### src/rtl/custom_pkg.sv
// Shared types and constants for the custom-unit adder-tree datapath.
package custom_pkg;

    localparam int ADDER_TREE_STAGES = 4;
    localparam int ADDER_TREE_W      = 16;
    localparam int ACC_W_DEF         = 32;

    typedef struct packed {
        logic v;
        logic last;
    } tree_tag_t;

    typedef logic [ACC_W_DEF-1:0] acc_t;

    // Saturating add of an unsigned tree result into a default-width accumulator.
    function automatic acc_t sat_add(input acc_t a, input logic [ADDER_TREE_W-1:0] b,
                                     output logic sat);
        logic [ACC_W_DEF:0] s;
        s   = {1'b0, a} + (ACC_W_DEF+1)'(b);
        sat = s[ACC_W_DEF];
        return sat ? '1 : s[ACC_W_DEF-1:0];
    endfunction

endpackage

### src/rtl/valid_tag_pipe.sv
// Shift register of per-chunk {v,last} tags that tracks the adder-tree latency.
module valid_tag_pipe
    import custom_pkg::*;
#(
    parameter int STAGES = ADDER_TREE_STAGES
) (
    input  logic      clk,
    input  logic      rst,
    input  logic      en,
    input  logic      clr,
    input  tree_tag_t tag_in,
    output tree_tag_t tag_out
);

    tree_tag_t tag_p [STAGES];

    always_ff @(posedge clk) begin
        if (rst || clr) begin
            for (int k = 0; k < STAGES; k++) tag_p[k] <= '0;
        end else if (en) begin
            tag_p[0] <= tag_in;
            for (int k = 1; k < STAGES; k++) tag_p[k] <= tag_p[k-1];
        end
    end

    assign tag_out = tag_p[STAGES-1];

endmodule

### src/rtl/adder_tree_accumulator.sv
// Accumulates adder-tree partial sums per vector and hands one saturated total
// per vector to the writeback over valid/ready.
module adder_tree_accumulator
    import custom_pkg::*;
#(
    parameter int TREE_STAGES = ADDER_TREE_STAGES,
    parameter int TREE_W      = 16,
    parameter int ACC_W       = 32,
    parameter int CNT_W       = 8
) (
    input  logic              clk,
    input  logic              rst,
    input  logic              in_valid,
    input  logic              in_last,
    output logic              in_ready,
    output logic              tree_advance,
    input  logic [TREE_W-1:0] tree_result,
    input  logic              clear,
    output logic              out_valid,
    input  logic              out_ready,
    output logic [ACC_W-1:0]  out_sum,
    output logic [CNT_W-1:0]  out_chunks,
    output logic              out_sat
);

    logic             advance;
    logic             retire;
    tree_tag_t        tag_in;
    tree_tag_t        tail_tag;
    logic [ACC_W-1:0] acc;
    logic [ACC_W-1:0] sum_nxt;
    logic [CNT_W-1:0] cnt;
    logic             sat_acc;
    logic             sat_nxt;

    function automatic logic [ACC_W-1:0] acc_sat_add(input logic [ACC_W-1:0] a,
                                                     input logic [TREE_W-1:0] b,
                                                     output logic sat);
        logic [ACC_W:0] s;
        s   = {1'b0, a} + (ACC_W+1)'(b);
        sat = s[ACC_W];
        return sat ? '1 : s[ACC_W-1:0];
    endfunction

    // A pending total that nobody takes freezes the tree, the tags and the accumulator together.
    assign advance      = !out_valid || out_ready;
    assign in_ready     = advance;
    assign tree_advance = advance;

    assign tag_in = '{v: in_valid, last: in_last};

    valid_tag_pipe #(
        .STAGES (TREE_STAGES)
    ) u_tag_pipe (
        .clk     (clk),
        .rst     (rst),
        .en      (advance),
        .clr     (clear),
        .tag_in  (tag_in),
        .tag_out (tail_tag)
    );

    // Tail tag describes the current tree_result; retire it into the running sum.
    assign retire = tail_tag.v && advance && !clear;

    always_comb begin
        sat_nxt = 1'b0;
        sum_nxt = acc_sat_add(acc, tree_result, sat_nxt);
    end

    always_ff @(posedge clk) begin
        if (rst || clear) begin
            acc     <= '0;
            cnt     <= '0;
            sat_acc <= 1'b0;
        end else if (retire) begin
            if (tail_tag.last) begin
                acc     <= '0;
                cnt     <= '0;
                sat_acc <= 1'b0;
            end else begin
                acc     <= sum_nxt;
                cnt     <= cnt + 1'b1;
                sat_acc <= sat_acc | sat_nxt;
            end
        end
    end

    // Output register: a retiring last reloads it even during the handshake cycle.
    always_ff @(posedge clk) begin
        if (rst) begin
            out_valid  <= 1'b0;
            out_sum    <= '0;
            out_chunks <= '0;
            out_sat    <= 1'b0;
        end else if (retire && tail_tag.last) begin
            out_valid  <= 1'b1;
            out_sum    <= sum_nxt;
            out_chunks <= cnt + 1'b1;
            out_sat    <= sat_acc | sat_nxt;
        end else if (out_valid && out_ready) begin
            out_valid  <= 1'b0;
        end
    end

endmodule

### config.mk
export PLATFORM = sky130hd
export DESIGN_NAME = adder_tree_accumulator
export DESIGN_NICKNAME = d
export VERILOG_FILES = /design/src/rtl/custom_pkg.sv /design/src/rtl/valid_tag_pipe.sv /design/src/rtl/adder_tree_accumulator.sv
export SDC_FILE = /design/constraint.sdc
export NUM_CORES = 1
export LEC_CHECK = 0
export CAP_MARGIN = 20
export CORE_MARGIN = 3
export CORE_UTILIZATION = 59
export DETAILED_ROUTE_END_ITERATION = 16
export PLACE_DENSITY = 0.85
export REMOVE_ABC_BUFFERS = 1
export SYNTH_ARGS = -nofsm -noshare
export SYNTH_HDL_FRONTEND = slang
export SYNTH_HIERARCHICAL = 1
export SYNTH_SLANG_ARGS = --single-unit
### constraint.sdc
create_clock -name clk -period 5.4 [get_ports clk]
set_clock_uncertainty 0.1 [all_clocks]
set_input_delay 1.08 -clock clk [delete_from_list [all_inputs] [get_ports clk]]
set_output_delay 1.08 -clock clk [all_outputs]
set_load 0.05 [all_outputs]
==> results.md, run 1 <==
- Status: completed
- Post-route minimum period: 3.97 ns
- Clock network latency to the later pin of the worst-skew pair: 0.36 ns
- Class of the tightest hold or removal check: register to register
- Ratio of routed vias to standard cells: roughly 6
- Setup violation total in the final timing report: 0
- Clock Sink Count: 91
- Clock Root Buffer: sky130_fd_sc_hd__clkbuf_8
- Routability cong.: 0.880
- Total of flip-flops plus latches after synthesis: 91
- Total of buffers placed on input and output ports: 65
- Number of antenna violations at the first check in global routing: 0
- Total length of routed wires: approximately 12000 microns
- CTS tree: yes
- Clock slew seen by the registers of the worst setup and hold paths: around 0.090 ns
- Power density over cell area: between 200 and 250 nW/um^2
- Number of gates given a new drive strength after cts: 0
- Total number of vias: 4459
- Combined area of all synthesized cells: between 4000 and 5000 sq um
- DR DRC count: 0
- Highest clock rate: between 200 and 300 MHz
- Synthesis warning total: 6
- CP Max Fanout: 15
- Peak supply drop: approximately 0.00015 V
- Hold-fix buffers, CTS: 0
- Router iterations before antenna repair: 5
- Dominant synthesized flop cell: sky130_fd_sc_hd__dfxtp_1
- Crit path kind: input pin to output pin
- Number of max-slew violations in the final report: 0
- Total half-perimeter wirelength after legalization and detailed placement: 8230 microns
- Synthesized netlist cell count: approximately 570
- Gr usage total: a little over a quarter
- EDFF count, synth: 8
- Combined flip-flop and latch cell area: about 1900 sq um
- Crit share post-route: 73.6%
- Largest net degree at the start of global routing: 53
- Library cells used by synthesis: between 60 and 70
- Total number of nets in the final design: 655
- Count of routing violations after the opening detailed-route iteration: ~260
- Average cell area after synthesis: approximately 8.5 sq um
- Top Ports: 66
- Placed inst area: 5490 sq um
- WP data arrival: about 2.8 ns
- Share of synthesized area occupied by flip-flops and latches: 39.5%
- Core area: 7810 sq um
- Global-route wire length before repair: 19500 microns
- Library cell with the largest summed area after synthesis: sky130_fd_sc_hd__dfxtp_1
- Minimum hold slack: around 0.36 ns
- Transition time of the tightest slew-check pin: 0.981 ns
- Cell Rows: 32
- Full die area: 9280 sq um
- Fraction of synthesized cell area taken by the top area cell type: about 35%
- Count of filler cells inserted in the layout: just over 600
- Chip height: just under 100 microns
- Final number of hold-violating endpoints: 0
- Residual overflow from global routing: 0
- RSZ-0062 raised after global routing: no
- Bufs on Longest Clock Path: 2
- Flop-to-flop setup slack: around 2.5 ns
- Area used by multi-input combinational logic: around 2800 sq um
- Number of global-route vias before repair: slightly above 4k
- Average wire per cell in the routed design: between 15 and 20 microns
- Relative slew slack: roughly 35%
- Width of the die: 96.3 microns
- Leakage power: 2.04 nW
- Post-CTS Setup Bufs: 0
- Number of violations of the max-capacitance limit: 0
- Post-synth ARST share: 0%
- Synth area leaders: sky130_fd_sc_hd__dfxtp_1 35%, sky130_fd_sc_hd__nor2_1 6.0%, sky130_fd_sc_hd__a211oi_1 5.1%
- Depth of the CTS H-tree: 3
- Final ANT Viol Nets: 0
- Setup crit start kind: input pin
- Final design instance area without fill: around 5700 sq um
- Number of buffers added by the clock tree synthesis step: 9
- Share of layout cells above drive strength 1: between 8 and 9%
- Synth-to-Final Area Change: 18.9%
- Total power: ~1.3 mW
- Initial Util: between 60% and 70%
- Total inserted antenna cells: 0
- Required @ worst endpoint: 4.22 ns
- Worst Setup End Kind: output pin
- Summed negative setup slack over all endpoints: 0 ns
==> worst max-delay path, cell delays in order <==
cell and delay, ns:
sky130_fd_sc_hd__clkdlybuf4s50_1 0.45, sky130_fd_sc_hd__nand2b_1 0.37, sky130_fd_sc_hd__clkdlybuf4s50_1 0.89
==> path summary, 6_finish.rpt <==
path             start        to  depth (start not counted)
max          out_ready  in_ready                          3
min             acc[5]    acc[5]                          2
max reg2reg    acc[20]   acc[25]                          8
min reg2reg     acc[5]    acc[5]                          2
==> placed cells by master (no fill, tap or decap), types with 8 or more instances in the layout <==
cell	n
sky130_fd_sc_hd__xnor2_1	17
sky130_fd_sc_hd__nand3_1	16
sky130_fd_sc_hd__nand2_1	54
sky130_fd_sc_hd__a21o_1	8
sky130_fd_sc_hd__and4bb_2	9
sky130_fd_sc_hd__a211oi_1	33
sky130_fd_sc_hd__nor2_1	77
sky130_fd_sc_hd__a21oi_1	34
sky130_fd_sc_hd__edfxtp_1	8
sky130_fd_sc_hd__and3_1	11
sky130_fd_sc_hd__ha_1	17
sky130_fd_sc_hd__clkdlybuf4s50_1	64
sky130_fd_sc_hd__dfxtp_1	83
sky130_fd_sc_hd__nor3_1	20
sky130_fd_sc_hd__xor2_1	9
sky130_fd_sc_hd__o21ai_0	35
sky130_fd_sc_hd__clkbuf_8	10
sky130_fd_sc_hd__nor4_1	8
==> flip-flops by register name, summed over array words and instances, names as in the netlist <==
signal            count
acc                  32
out_sum              32
out_sat               1
out_chunks            8
out_valid             1
sat_acc               1
u_tag_pipe/tag_p      8
cnt                   8
==> final cells by class <==
type                    instances  area share (%)
multi-input cells             437            48.1
flip-flops and latches         91            33.3
repair buffers                 72            12.2
clock buffers                  10            2.41
well taps                     102            2.23
clock inverters                 6            1.53
inverters                       4           0.263
==> layer usage <==
metal	track usage, %	wire length [microns]	vias up
met4	8.88	185	0
met3	5.71	660	20
met2	43.1	5670	159
met5	0	0	-
li1	-	-	2167
met1	34.9	5470	2113
==> Yosys cell counts (11+ instances only) <==
cell type                  number
sky130_fd_sc_hd__dfxtp_1       83
sky130_fd_sc_hd__nor2_1        77
sky130_fd_sc_hd__nand2_1       54
sky130_fd_sc_hd__o21ai_0       35
sky130_fd_sc_hd__a21oi_1       34
sky130_fd_sc_hd__a211oi_1      33
sky130_fd_sc_hd__clkbuf_1      28
sky130_fd_sc_hd__nor3_1        20
sky130_fd_sc_hd__ha_1          17
sky130_fd_sc_hd__xnor2_1       17
sky130_fd_sc_hd__nand3_1       16
sky130_fd_sc_hd__and3_1        11
==> power by group <==
group	internal (mW)	switching [mW]	leakage, nW	total [mW]
clock	0.274	0.251	0.117	0.525
sequential	0.680	0.000259	0.766	0.680
combinational	0.0278	0.0344	1.16	0.0622
==> cells by family (layout without fill, tap and decap cells) <==
logic type / after synthesis / after routing / synth area share, %
multiplexers: 1 / 1 / 0.208
XOR/XNOR: 26 / 26 / 4.73
flip-flops: 91 / 91 / 39.5
AO/OA/AOI/OAI: 163 / 163 / 23.1
buffers and inverters: 39 / 92 / 3.33
adder cells (fa/ha/maj): 18 / 18 / 4.84
AND/OR/NAND/NOR: 229 / 229 / 24.3
==> stage by stage <==
stage	utilization, %	instances	setup WS (ns)
after detailed placement	70.4	706	1.41
after CTS	73.3	722	1.43
after global placement	70.4	706	1.43
after floorplan	-	532	1.08
final	73.3	722	1.43
after global routing	73.3	722	1.34
Note: power is estimated with default switching activity, not from simulation.
==> run 2, diff against run 1 <==
CORE_UTILIZATION = 50   (was 59)
PLACE_DENSITY = 0.77   (was 0.85)
clock period = 3.23 ns   (was 5.4 ns; I/O delays follow)
==> run 2 against run 1 <==
Compared with the run above: critical path depth grew 6; sequential share of layout area shrank 2.0 points; non-clock buffer count grew 46; clock-buffer cell count is the same; largest cell class unchanged.
==> results.md, run 2 (synthesized netlist as in run 1, its figures left out) <==
- Final design instance area without fill: 6090 sq um (was 5720 sq um)
- Count of filler cells inserted in the layout: 809 (was 609)
- Residual overflow from global routing: 0 (unchanged)
- Core area: 9280 sq um (was 7810 sq um)
- Worst reg2reg startpoint: acc[10] (was acc[20])
- Number of antenna violations at the first check in global routing: 0 (unchanged)
- Number of max-slew violations in the final report: 0 (unchanged)
- Logic gate share of total power: 5.7% (was 4.9%)
- Net switching power of the design: 496 uW (was 285 uW)
- Pre-CTS setup slack: -0.158 ns (was 1.41 ns)
- CTS tree: yes (unchanged)
- Largest net degree at the start of global routing: 52 (was 53)
- Number of violations of the max-capacitance limit: 0 (unchanged)
- Buffers & Inverters on Critical Path: 1 (was 2)
- Number of gates given a new drive strength after cts: 0 (unchanged)
- Total number of vias: 4548 (was 4459)
- Leakage power: 2.25 nW (was 2.04 nW)
- Worst path top cell family by delay: simple AND/OR/NAND/NOR gates (was buffers and inverters)
- Full die area: 10800 sq um (was 9280 sq um)
- Setup crit start kind: input pin (unchanged)
- Most common cell after layout, fill and taps aside: sky130_fd_sc_hd__dfxtp_1 (unchanged)
- Cell Rows: 35 (was 32)
- Post-CTS Setup Bufs: 0 (unchanged)
- Sequential share of power: 53.2% (was 53.7%)
- Share of layout cells above drive strength 1: 14.6% (was 8.06%)
- Delay contributed by the slowest stage of the critical path: 0.48 ns (was 0.89 ns)
- Global-route wire length before repair: 21500 microns (was 19500 microns)
- Transition time of the tightest slew-check pin: 0.573 ns (was 0.981 ns)
- Count of non-filler cells in the finished layout: 795 (was 722)
- CP Max Fanout: 6 (was 15)
- Clock slew seen by the registers of the worst setup and hold paths: 0.09 ns (about the same)
- RSZ-0062 raised after global routing: no (unchanged)
- Required @ worst endpoint: 3.38 ns (was 4.22 ns)
- Power density over cell area: 351 nW/um^2 (was 222 nW/um^2)
- Registers with the highest flip-flop counts: acc: 32 flops, out_sum: 32 flops (unchanged)
- Gr usage total: 23.6% (was 26.5%)
- Highest clock rate: approximately 330 MHz
- Total inserted antenna cells: 0 (unchanged)
- Minimum setup slack in the final design: 0.166 ns (was 1.43 ns)
- Post-route minimum period: 3.06 ns
- Final ANT Viol Nets: 0 (unchanged)
- DR DRC count: 0 (unchanged)
- Final number of hold-violating endpoints: 0 (unchanged)
- Worst Setup End Kind: register (was output pin)
- Total number of nets in the final design: 701 (was 655)
- Hold-fix buffers, CTS: 0 (unchanged)
- Bufs on Longest Clock Path: 2 (unchanged)
- Count of routing violations after the opening detailed-route iteration: 232 (was 259)
- Clock Root Buffer: sky130_fd_sc_hd__clkbuf_8 (unchanged)
- Average wire per cell in the routed design: 16.0 microns (was 16.6 microns)
- Peak supply drop: 0.000183 V (was 0.000155 V)
- Synth-to-Final Area Change: 26.6% (was 18.9%)
- Placed inst area: 5870 sq um (was 5490 sq um)
- Setup violation total in the final timing report: 0 (unchanged)
- Start point of the critical path: tree_result[1] (was out_ready)
- Number of buffers added by the clock tree synthesis step: 9 (unchanged)
- Total of buffers placed on input and output ports: 65 (unchanged)
- Routability cong.: 0.889 (was 0.880)
- Ratio of routed vias to standard cells: 5.72 (was 6.18)
- Total length of routed wires: 12700 microns (was 12000 microns)
- Relative slew slack: 61.8% (was 34.6%)
- WP data arrival: 3.22 ns (was 2.79 ns)
- Chip height: 104 microns (was 96.3 microns)
- Top Ports: 66 (unchanged)
- Clock Sink Count: 91 (unchanged)
- Number of global-route vias before repair: 4526 (was 4154)
- Total power: 2.14 mW (was 1.27 mW)
- Width of the die: 104 microns (was 96.3 microns)
- Hold path start: acc[5] (unchanged)
- Clock network latency to the later pin of the worst-skew pair: 0.35 ns (was 0.36 ns)
- Router iterations before antenna repair: 5 (unchanged)
- Crit path kind: input pin to register (was input pin to output pin)
- Crit share post-route: between 90 and 100%
- Total half-perimeter wirelength after legalization and detailed placement: 9330 microns (was 8230 microns)
- Status: completed (unchanged)
- Depth of the CTS H-tree: 3 (unchanged)
- Commonest non-fill, non-tap cells in the layout: 83 x sky130_fd_sc_hd__dfxtp_1, 77 x sky130_fd_sc_hd__nor2_1, 62 x sky130_fd_sc_hd__clkdlybuf4s50_1 (was 83 x sky130_fd_sc_hd__dfxtp_1, 77 x sky130_fd_sc_hd__nor2_1, 64 x sky130_fd_sc_hd__clkdlybuf4s50_1)
- Summed negative setup slack over all endpoints: 0 ns (unchanged)
- Class of the tightest hold or removal check: register to register (unchanged)
- Clk pwr share: 41.1% (was 41.4%)
- Initial Util: 51.8% (was 61.6%)
- Instance count after placement with tap cells included: 779 (was 706)
- Slowest CP cell: sky130_fd_sc_hd__clkdlybuf4s50_1 (unchanged)
- Internal cell power: 1.64 mW (was 982 uW)
- Sw Ratio: 23.2% (was 22.5%)
- CP Cell Sequence: clkdlybuf4s50_1 > ha_1 > a211o_1 > a21o_1 > and4bb_2 > nor4_2 > or2_1 > o21ai_0 > a22o_1 (was clkdlybuf4s50_1 > nand2b_1 > clkdlybuf4s50_1)
==> run 2: area by class of cell <==
type	instances	area, sq um	area share [%]
multi-input combinational	437	2750	45.2
sequential	91	1900	31.2
timing repair buffer	118	1040	17.1
tap	129	161	2.65
clock buffer	10	128	2.10
clock inverter	6	95.1	1.56
inverter	4	15.0	0.247
==> run 2: metrics by stage <==
stage	hold slack, ns	util [%]
2_1_floorplan	0.326	-
3_3_place_gp	0.337	63.2
4_1_cts	0.361	65.6
5_1_grt	0.394	65.6
6_report	0.363	65.6
3_5_place_dp	0.349	63.2
==> run 2: worst register-to-register path: cells and delay by family (launching register included) <==
kind	cells	cell delay, ns
AOI/OAI and AO/OA	4	1.03
DFF	1	0.33
adders and majority gates	1	0.32
and+or+nand+nor	3	0.75
==> run 2: power groups by stage <==
stage | Clock (mW) | Sequential, mW | Combinational (mW)
after CTS | 0.889 | 1.14 | 0.122
final | 0.878 | 1.14 | 0.123
after detailed placement | 0 | 1.16 | 0.121
after global routing | 0.942 | 1.14 | 0.134
after global placement | 0 | 1.16 | 0.118
after floorplan | 0 | 1.16 | 0.0510
==> run 2: final timing paths <==
path / slack [ns] / depth (start not counted) / end
max: 0.17 / 9 / acc[17]
min reg2reg: 0.36 / 2 / acc[5]
max reg2reg: 0.60 / 8 / acc[17]
min: 0.36 / 2 / acc[5]
==> run 2: metal layers <==
metal  track usage, %  vias up  wire length [microns]
met5                0        -                      0
met4             7.69        0                    177
met3             3.35       22                    558
met2             39.8      144                   6190
met1             31.0     2129                   5800
li1                 -     2253                      -
==> run 3, diff against run 2 <==
GPL_ROUTABILITY_DRIVEN = 0   (was default)
==> run 3 against run 2 <==
Compared with the run above: design area about the same; clock power about the same; combinational power about the same; die area unchanged; sequential cell count unchanged; worst hold slack worse by 0.0077 ns; wire length down 2.0%; critical path type unchanged.
==> results.md, run 3 (synthesized netlist as in run 1, its figures left out) <==
- Instance count after placement with tap cells included: 778 (was 779)
- Gr usage total: 23.3% (was 23.6%)
- Relative slew slack: 62.9% (was 61.8%)
- WL met3: 657 microns (was 558 microns)
- CTS tree: yes (unchanged)
- Bufs on Longest Clock Path: 2 (unchanged)
- Clock Sink Count: 91 (unchanged)
- Total of buffers placed on input and output ports: 65 (unchanged)
- Largest net degree at the start of global routing: 52 (unchanged)
- Number of violations of the max-capacitance limit: 0 (unchanged)
- Chip height: 104 microns (unchanged)
- Registers with the highest flip-flop counts: acc: 32 flops, out_sum: 32 flops (unchanged)
- DR DRC count: 0 (unchanged)
- Leakage power: 2.25 nW (about the same)
- Peak supply drop: 0.000176 V (was 0.000183 V)
- Average wire per cell in the routed design: 15.7 microns (was 16.0 microns)
- Ratio of routed vias to standard cells: 5.88 (was 5.72)
- RSZ-0062 raised after global routing: no (unchanged)
- Count of filler cells inserted in the layout: 776 (was 809)
- Synth-to-Final Area Change: 26.5% (was 26.6%)
- Class of the tightest hold or removal check: register to register (unchanged)
- Global-route wire length before repair: 21400 microns (was 21500 microns)
- Post-CTS Setup Bufs: 0 (unchanged)
- Highest clock rate: 329 MHz (was 326 MHz)
- Total length of routed wires: 12500 microns (was 12700 microns)
- Full die area: 10800 sq um (unchanged)
- Number of max-slew violations in the final report: 0 (unchanged)
- Worst reg2reg startpoint: acc[20] (was acc[10])
- Required @ worst endpoint: 3.36 ns (was 3.38 ns)
- Setup violation total in the final timing report: 0 (unchanged)
- Status: completed (unchanged)
- Total number of nets in the final design: 700 (was 701)
- Count of routing violations after the opening detailed-route iteration: 268 (was 232)
- Crit path kind: input pin to register (unchanged)
- Number of gates given a new drive strength after cts: 0 (unchanged)
- Hold path start: acc[5] (unchanged)
- Metal2 WL: 5960 microns (was 6190 microns)
- CP Max Fanout: 8 (was 6)
- Core area: 9280 sq um (unchanged)
- Initial Util: 51.8% (unchanged)
- Clock slew seen by the registers of the worst setup and hold paths: 0.09 ns (about the same)
- Final design utilization: 65.6% (about the same)
- Most common cell after layout, fill and taps aside: sky130_fd_sc_hd__dfxtp_1 (unchanged)
- Clock Root Buffer: sky130_fd_sc_hd__clkbuf_8 (unchanged)
- Final ANT Viol Nets: 0 (unchanged)
- Terminating pin of the worst hold path: acc[5] (unchanged)
- Total half-perimeter wirelength after legalization and detailed placement: 9020 microns (was 9330 microns)
- WL met1: 5650 microns (was 5800 microns)
- Top Ports: 66 (unchanged)
- Post-route minimum period: 3.04 ns (was 3.06 ns)
- Clock network latency to the later pin of the worst-skew pair: 0.35 ns (about the same)
- Transition time of the tightest slew-check pin: 0.556 ns (was 0.573 ns)
- Cell Rows: 35 (unchanged)
- Hold-fix buffers, CTS: 0 (unchanged)
- Crit share post-route: 94.0% (was 94.9%)
- Total number of vias: 4665 (was 4548)
- WP data arrival: 3.17 ns (was 3.22 ns)
- Flop-to-flop setup slack: 0.51 ns (was 0.60 ns)
- Minimum setup slack in the final design: 0.194 ns (was 0.166 ns)
- Width of the die: 104 microns (unchanged)
- Number of global-route vias before repair: 4531 (was 4526)
- Commonest non-fill, non-tap cells in the layout: 83 x sky130_fd_sc_hd__dfxtp_1, 77 x sky130_fd_sc_hd__nor2_1, 62 x sky130_fd_sc_hd__clkdlybuf4s50_1 (unchanged)
- Setup crit start kind: input pin (unchanged)
- Number of buffers added by the clock tree synthesis step: 9 (unchanged)
- Final number of hold-violating endpoints: 0 (unchanged)
- Power density over cell area: 351 nW/um^2 (about the same)
- Router iterations before antenna repair: 5 (unchanged)
- Share of layout cells above drive strength 1: 14.4% (was 14.6%)
- Residual overflow from global routing: 0 (unchanged)
- Total power: 2.13 mW (was 2.14 mW)
- Worst Setup End Kind: register (unchanged)
- Count of non-filler cells in the finished layout: 794 (was 795)
- Total inserted antenna cells: 0 (unchanged)
- Number of antenna violations at the first check in global routing: 0 (unchanged)
- Depth of the worst register-to-register path: 7 (was 8)
- Pre-CTS setup slack: -0.121 ns (was -0.158 ns)
- Depth of the CTS H-tree: 3 (unchanged)
- Uppermost layer routed: met4 (unchanged)
- R2r endpoint: acc[25] (was acc[17])
- Cell count of the worst hold path: 2 (unchanged)
-- run 3: how the worst max path moves through the flow --
stage | endpoint | cells after the start | start | slack (ns)
global route | acc[23] | 10 | tree_result[0] | 0.01
global placement | acc[21] | 10 | tree_result[0] | -0.07
CTS | acc[23] | 10 | tree_result[0] | 0.23
detailed placement | acc[21] | 10 | tree_result[0] | -0.12
floorplan | out_sum[31] | 5 | out_ready | -0.65
finish | acc[23] | 10 | tree_result[0] | 0.19
-- run 3: report_power, final --
part / total (mW) / leakage, nW / internal (mW) / switching [mW]
Sequential: 1.14 / 0.766 / 1.14 / 0.000479
Clock: 0.876 / 0.110 / 0.462 / 0.413
Combinational: 0.122 / 1.37 / 0.0608 / 0.0611
Total: 2.13 / 2.25 / 1.66 / 0.475
-- run 3: per-layer routing --
metal | vias to the layer above | global-route usage, %
li1 | 2255 | -
met1 | 2223 | 31.6
met2 | 166 | 37.7
met3 | 21 | 2.86
met4 | 0 | 9.21
met5 | - | 0
-- run 3: final cells by class --
class                           count  area [sq um]  area share [%]
Multi-Input combinational cell    437          2750            45.2
Tap cell                          129           161            2.65
Clock inverter                      5          85.1            1.40
Sequential cell                    91          1900            31.2
Inverter                            4          15.0           0.247
Clock buffer                       11           141            2.32
Timing Repair Buffer              117          1030            16.9
-- run 3: critical path, cell delays in order --
cell                              delay [ns]
sky130_fd_sc_hd__clkdlybuf4s50_1        0.40
sky130_fd_sc_hd__ha_1                   0.23
sky130_fd_sc_hd__fa_1                   0.39
sky130_fd_sc_hd__a211oi_1               0.33
sky130_fd_sc_hd__o211ai_1               0.21
sky130_fd_sc_hd__nand3b_4               0.15
sky130_fd_sc_hd__nand2_1                0.19
sky130_fd_sc_hd__and3_1                 0.27
sky130_fd_sc_hd__nor4_1                 0.26
sky130_fd_sc_hd__nor3_1                 0.08
-- run 3: metrics by stage --
stage	TNS [ns]	instance area, sq um	hold slack, ns
after global placement	-0.386	5860	0.339
final	0	6090	0.355
after CTS	0	6090	0.357
after floorplan	-26.65	4670	0.326
after global routing	0	6090	0.405
after detailed placement	-1.50	5860	0.345
